**src/rtl/display_arbiter.sv**
```systemverilog
// ---------------------------------------------------------------------------
// display_arbiter
//   Shares the 7-digit parking display (28-bit packed nibble code, digit 0 in
//   bits [3:0]) between the default occupancy code and two gate message
//   requesters. Gate messages are granted round-robin, held on the display
//   for HOLD_CYCLES cycles, after which the display reverts to def_code.
//   Nibble 4'hA renders as a dash, so 28'hAAAAAAA shows all dashes.
//
//   Optional feature macro: DISP_BLINK_EN
//     When defined, a held message blinks: it alternates between the message
//     and all-dashes every BLINK_CYCLES cycles, starting with the message on
//     the grant edge. When undefined, the message is shown steadily.
//
// Parameters
//   HOLD_CYCLES   cycles a granted message stays on the display (>= 1)
//   BLINK_CYCLES  blink half-period, used only with DISP_BLINK_EN (>= 1)
//
// Ports
//   CLK       in   1   system clock, rising edge
//   RST       in   1   asynchronous active-high reset
//   def_code  in  28   default display code, sampled every idle cycle
//   req       in   2   level requests: bit 0 entry gate, bit 1 exit gate
//   msg0      in  28   entry message, stable while req[0] is high
//   msg1      in  28   exit message, stable while req[1] is high
//   ack       out  2   one-cycle grant pulse, message captured on same edge
//   code      out 28   registered code to the 7-segment decoder bank
//   busy      out  1   high while a message is held
//   owner     out  2   one-hot current owner, 2'b00 when showing def_code
// ---------------------------------------------------------------------------
module display_arbiter #(
  parameter int unsigned HOLD_CYCLES  = 50_000_000,
  parameter int unsigned BLINK_CYCLES = 12_500_000
) (
  input  logic        CLK,
  input  logic        RST,
  input  logic [27:0] def_code,
  input  logic [1:0]  req,
  input  logic [27:0] msg0,
  input  logic [27:0] msg1,
  output logic [1:0]  ack,
  output logic [27:0] code,
  output logic        busy,
  output logic [1:0]  owner
);

  localparam int unsigned CNT_W  = $clog2(HOLD_CYCLES + 1);
  localparam logic [CNT_W-1:0] HOLD_TC = CNT_W'(HOLD_CYCLES - 1);
  localparam logic [27:0] DASHES = 28'hAAAAAAA;
  localparam bit CFG_OK = (HOLD_CYCLES >= 1) && (BLINK_CYCLES >= 1);

  if (!CFG_OK) begin : g_bad_cfg
    $error("display_arbiter: HOLD_CYCLES and BLINK_CYCLES must be >= 1");
  end

  typedef enum logic {
    S_IDLE = 1'b0,
    S_HOLD = 1'b1
  } state_t;

  state_t           r_state, w_state_nxt;
  logic [CNT_W-1:0] r_cnt, w_cnt_nxt;
  // Last granted requester; reset to 1 so that req[0] wins the first tie.
  logic             r_last, w_last_nxt;
  logic [1:0]       r_ack, w_ack_nxt;
  logic [1:0]       r_owner, w_owner_nxt;
  logic             r_busy, w_busy_nxt;
  logic [27:0]      r_code, w_code_nxt;
  logic [27:0]      r_msg;

  logic             w_tc;
  logic             w_arb;
  logic [1:0]       w_gnt;
  logic [27:0]      w_msg_sel;
  logic [27:0]      w_hold_code;

  // Arbitration happens in IDLE and at the terminal count of a hold only;
  // requests raised mid-hold simply wait (no preemption, no pending state).
  always_comb begin
    w_tc  = (r_state == S_HOLD) && (r_cnt == HOLD_TC);
    w_arb = (r_state == S_IDLE) || w_tc;
    w_gnt = 2'b00;
    if (w_arb) begin
      unique case (req)
        2'b01:   w_gnt = 2'b01;
        2'b10:   w_gnt = 2'b10;
        2'b11:   w_gnt = r_last ? 2'b01 : 2'b10;
        default: w_gnt = 2'b00;
      endcase
    end
    w_msg_sel = w_gnt[1] ? msg1 : msg0;
  end

`ifdef DISP_BLINK_EN
  localparam int unsigned BL_W = $clog2(BLINK_CYCLES + 1);
  localparam logic [BL_W-1:0] BLINK_TC = BL_W'(BLINK_CYCLES - 1);

  logic [BL_W-1:0] r_bl_cnt, w_bl_cnt_nxt;
  logic            r_bl_ph, w_bl_ph_nxt;

  // Phase 0 shows the message, phase 1 shows dashes; both restart on a grant.
  always_comb begin
    w_bl_cnt_nxt = '0;
    w_bl_ph_nxt  = 1'b0;
    if ((w_gnt == 2'b00) && (r_state == S_HOLD)) begin
      if (r_bl_cnt == BLINK_TC) begin
        w_bl_cnt_nxt = '0;
        w_bl_ph_nxt  = ~r_bl_ph;
      end else begin
        w_bl_cnt_nxt = r_bl_cnt + BL_W'(1);
        w_bl_ph_nxt  = r_bl_ph;
      end
    end
    w_hold_code = w_bl_ph_nxt ? DASHES : r_msg;
  end

  always_ff @(posedge CLK or posedge RST) begin
    if (RST) begin
      r_bl_cnt <= '0;
      r_bl_ph  <= 1'b0;
    end else begin
      r_bl_cnt <= w_bl_cnt_nxt;
      r_bl_ph  <= w_bl_ph_nxt;
    end
  end
`else
  always_comb begin
    w_hold_code = r_msg;
  end
`endif

  always_comb begin
    w_state_nxt = r_state;
    w_cnt_nxt   = r_cnt;
    w_last_nxt  = r_last;
    w_ack_nxt   = 2'b00;
    w_owner_nxt = r_owner;
    w_busy_nxt  = r_busy;
    w_code_nxt  = r_code;
    if (w_gnt != 2'b00) begin
      // New grant: message goes straight to the display on this edge.
      w_state_nxt = S_HOLD;
      w_cnt_nxt   = '0;
      w_last_nxt  = w_gnt[1];
      w_ack_nxt   = w_gnt;
      w_owner_nxt = w_gnt;
      w_busy_nxt  = 1'b1;
      w_code_nxt  = w_msg_sel;
    end else if (w_arb) begin
      w_state_nxt = S_IDLE;
      w_cnt_nxt   = '0;
      w_owner_nxt = 2'b00;
      w_busy_nxt  = 1'b0;
      w_code_nxt  = def_code;
    end else begin
      w_cnt_nxt  = r_cnt + CNT_W'(1);
      w_code_nxt = w_hold_code;
    end
  end

  always_ff @(posedge CLK or posedge RST) begin
    if (RST) begin
      r_state <= S_IDLE;
      r_cnt   <= '0;
      r_last  <= 1'b1;
      r_ack   <= 2'b00;
      r_owner <= 2'b00;
      r_busy  <= 1'b0;
      r_code  <= DASHES;
    end else begin
      r_state <= w_state_nxt;
      r_cnt   <= w_cnt_nxt;
      r_last  <= w_last_nxt;
      r_ack   <= w_ack_nxt;
      r_owner <= w_owner_nxt;
      r_busy  <= w_busy_nxt;
      r_code  <= w_code_nxt;
    end
  end

  // Captured message copy; only meaningful while in HOLD.
  always_ff @(posedge CLK) begin
    if (w_gnt != 2'b00) begin
      r_msg <= w_msg_sel;
    end
  end

  assign ack   = r_ack;
  assign code  = r_code;
  assign busy  = r_busy;
  assign owner = r_owner;

endmodule
```
**config.mk**
```make
export PLATFORM = sky130hd
export DESIGN_NAME = display_arbiter
export DESIGN_NICKNAME = d
export VERILOG_FILES = /design/src/rtl/display_arbiter.sv
export SDC_FILE = /design/constraint.sdc
export NUM_CORES = 1
export LEC_CHECK = 0
export BUFFER_PORTS_ARGS = -buffer_cell sky130_fd_sc_hd__buf_2
export CORE_MARGIN = 5
export CORE_UTILIZATION = 48
export DETAILED_ROUTE_END_ITERATION = 8
export PLACE_DENSITY = 0.86
export SLEW_MARGIN = 20
export SYNTH_ARGS = -nofsm -noshare
export SYNTH_HDL_FRONTEND = slang
export SYNTH_SLANG_ARGS = --single-unit
export TNS_END_PERCENT = 1
```
**constraint.sdc**
```tcl
create_clock -name CLK -period 3 [get_ports CLK]
set_input_delay 0.45 -clock CLK [delete_from_list [all_inputs] [get_ports CLK]]
set_output_delay 0.45 -clock CLK [all_outputs]
set_load 0.01 [all_outputs]
```
==> qor.yml <==
dp_slack_ns: 0.8347
postCtsSetupBuffers: 0
max-vdd-ir-drop_uv: 229.1
path_cells: "ha_1 -> and3_1 -> nand4_4 -> o21a_1 -> nor2_2 -> buf_4"
ys_types: 39
drive_above_1_share_pct: 35.37
track_usage_pct: 20.84
yosys.area.top_type: "dfrtp_1"
globalplace.congestion: 0.8485
p_total_mw: 2.264
max-cap-violations: 0
wl_per_cell_um: 17.64
ys_seq_elements: 88
yosysSeqAreaShare_pct: 52.86
syn_to_final_growth_pct: 20.59
crit_buf_inv: 1
antenna_left: 0
start_kind: "flip-flop"
avgSynthCellArea_um2: 10.22
cts.repair.resized: 0
grt_pass1_vias: 4036
cts-root-buf: "clkbuf_8"
max-clock-path-buffers: 2
routed_wl_um: 11780
antenna_found_initial: 0
yosysWarnings: 0
period_minus_slack_ns: 2.180
start_util_pct: 48.80
synthesis.area_um2: 4467
synthTopCellsByArea: "dfrtp_1, edfxtp_1, dfstp_2"
tritoncts: "yes"
grt_max_degree: 57
setup_viol: 0
slowest_delay_ns: 0.39
setup_slack_ns: 0.8196
final-max-slew-violation-count: 0
synth_edf_count: 28
holdCritPathClass: "input port to asynchronous set/reset pin"
finalClockSkew_ns: 0.01510
post-route-drc-count: 0
portBuffers: 120
powerDensity_nw_per_um2: 420.3
die_area_um2: 11330
tightest_slew_ns: 1.032
dpl.hpwl_um: 8345
cts_hold_buf: 0
yosysMostFrequentCell: "nand2_1"
fin_nets: 641
multiInputGateArea_um2: 1952
htreeDepth: 3
max_slew_margin_pct: 31.23
crit_arrival_ns: 2.21
cts-buffers-inserted: 9
slowest_stage: "dfrtp_1"
io_pins: 121
hold_ws_ns: 0.09458
clk_pin_slew_ns: 0.09
nFillCells: 764
async_flop_share_pct: 68.18
vias_per_cell: 5.769
die_h_um: 106.5
clock-sinks: 88
ys_top_cells_by_count: "nand2_1, dfrtp_1, nor2_1, nand2b_1"
status: "finished clean"
crit_path_end_kind: "flip-flop"
die_w_um: 106.5
drtIter0Drc: 266
drtPass1Iterations: 5
synth_top_area_share_pct: 25.21
final_min_period_over_clock_period_pct: 72.68
rrSetupSlack_ns: 0.82
syn-instance-count: 437
grt_first_pass_wirelength_um: 18780
synth_flop_cell: "dfrtp_1"
cpLargestDelayFamily: "simple AND/OR/NAND/NOR gates"
power.static_leakage_nw: 2.357
worstSetupPathType: "flip-flop to flip-flop"
num_rows: 35
clkLatencyLatePin_ns: 0.36
regArea_um2: 2361
final.setup.tns_ns: 0
rsz0062_at_grt: "no"
synth_fp_nets: 526
insertedDiodeCount: 0
num_vias: 3854
critPathMaxFanout: 22
core_um2: 9153
required_ns: 3.03
max_freq_ghz: 0.4586
gr-total-overflow: 0
hold_viol: 0
## worst paths after layout
path	start	end	cells after the start
max	r_cnt[0]	r_msg[17]	6
min	RST	r_cnt[13]	2
max reg2reg	r_cnt[0]	r_msg[17]	6
min reg2reg	r_msg[17]	code[17]	1
max in group asynchronous	RST	code[13]	3
min in group CLK	req[1]	busy	3
## power by group
group	internal, mW	leakage (nW)	switching (mW)
combinational	0.0948	1.28	0.115
sequential	1.24	0.981	0.00110
clock	0.409	0.0976	0.404
total	1.74	2.36	0.520
## worst register-to-register path, stage by stage (launching register included)
cell	delay, ns
dfrtp_1	0.39
ha_1	0.19
and3_1	0.38
nand4_4	0.21
o21a_1	0.25
nor2_2	0.12
buf_4	0.31
## cell type report
cell class / count / area share [%]
sequential: 88 / 43.83
multi-input combinational: 315 / 36.24
timing repair buffer: 133 / 13.43
clock buffer: 13 / 2.764
tap: 111 / 2.578
clock inverter: 3 / 0.8130
inverter: 5 / 0.3484
## layout by cell type (no fill, tap or decap), drive strengths merged
master  instances
a21boi          1
a21oi          13
a31oi          28
and2            4
and3            3
and4            6
buf           133
bufinv          1
clkbuf         13
clkinv          2
dfrtp          45
dfstp          15
edfxtp         28
ha              1
inv             5
mux2           29
mux2i           1
nand2          66
nand2b         29
nand3          10
nand4           6
nor2           44
nor3            3
nor4b           1
o21a            1
o21ai           5
o22ai          28
o31ai          10
o32a            1
or2             1
or3             3
or4            10
xnor2           2
xor2            9
## flip-flops by register name (all words and copies together) (netlist names)
register  count
busy          1
ack           2
code         28
owner         2
r_cnt        26
r_last        1
r_msg        28
## through the flow
stage,utilization [%],cell area [um2],cells
floorplan,-,4469,437
global placement,56.75,5194,652
detailed placement,56.75,5194,652
CTS,58.85,5386,668
global route,58.85,5386,668
finish,58.85,5386,668
## kinds of logic (layout without fill, tap and decap cells)
group           Yosys count  after routing  synth area share [%]
buf+inv                  34            154                 3.753
simple gates            186            186                 21.06
fa+ha+maj                 1              1                0.2801
xor+xnor                 11             11                 2.157
mux                      30             30                 7.535
flops                    88             88                 52.86
compound gates           87             87                 12.35
## layer usage
| layer | part of all wire, % | track usage (%) |
|---|---|---|
| met1 | 40 | 26.72 |
| met2 | 49 | 34.39 |
| met3 | 7.3 | 4.068 |
| met4 | 3.2 | 9.132 |
| met5 | 0 | 0 |
Note: power is estimated with default switching activity, not from simulation.
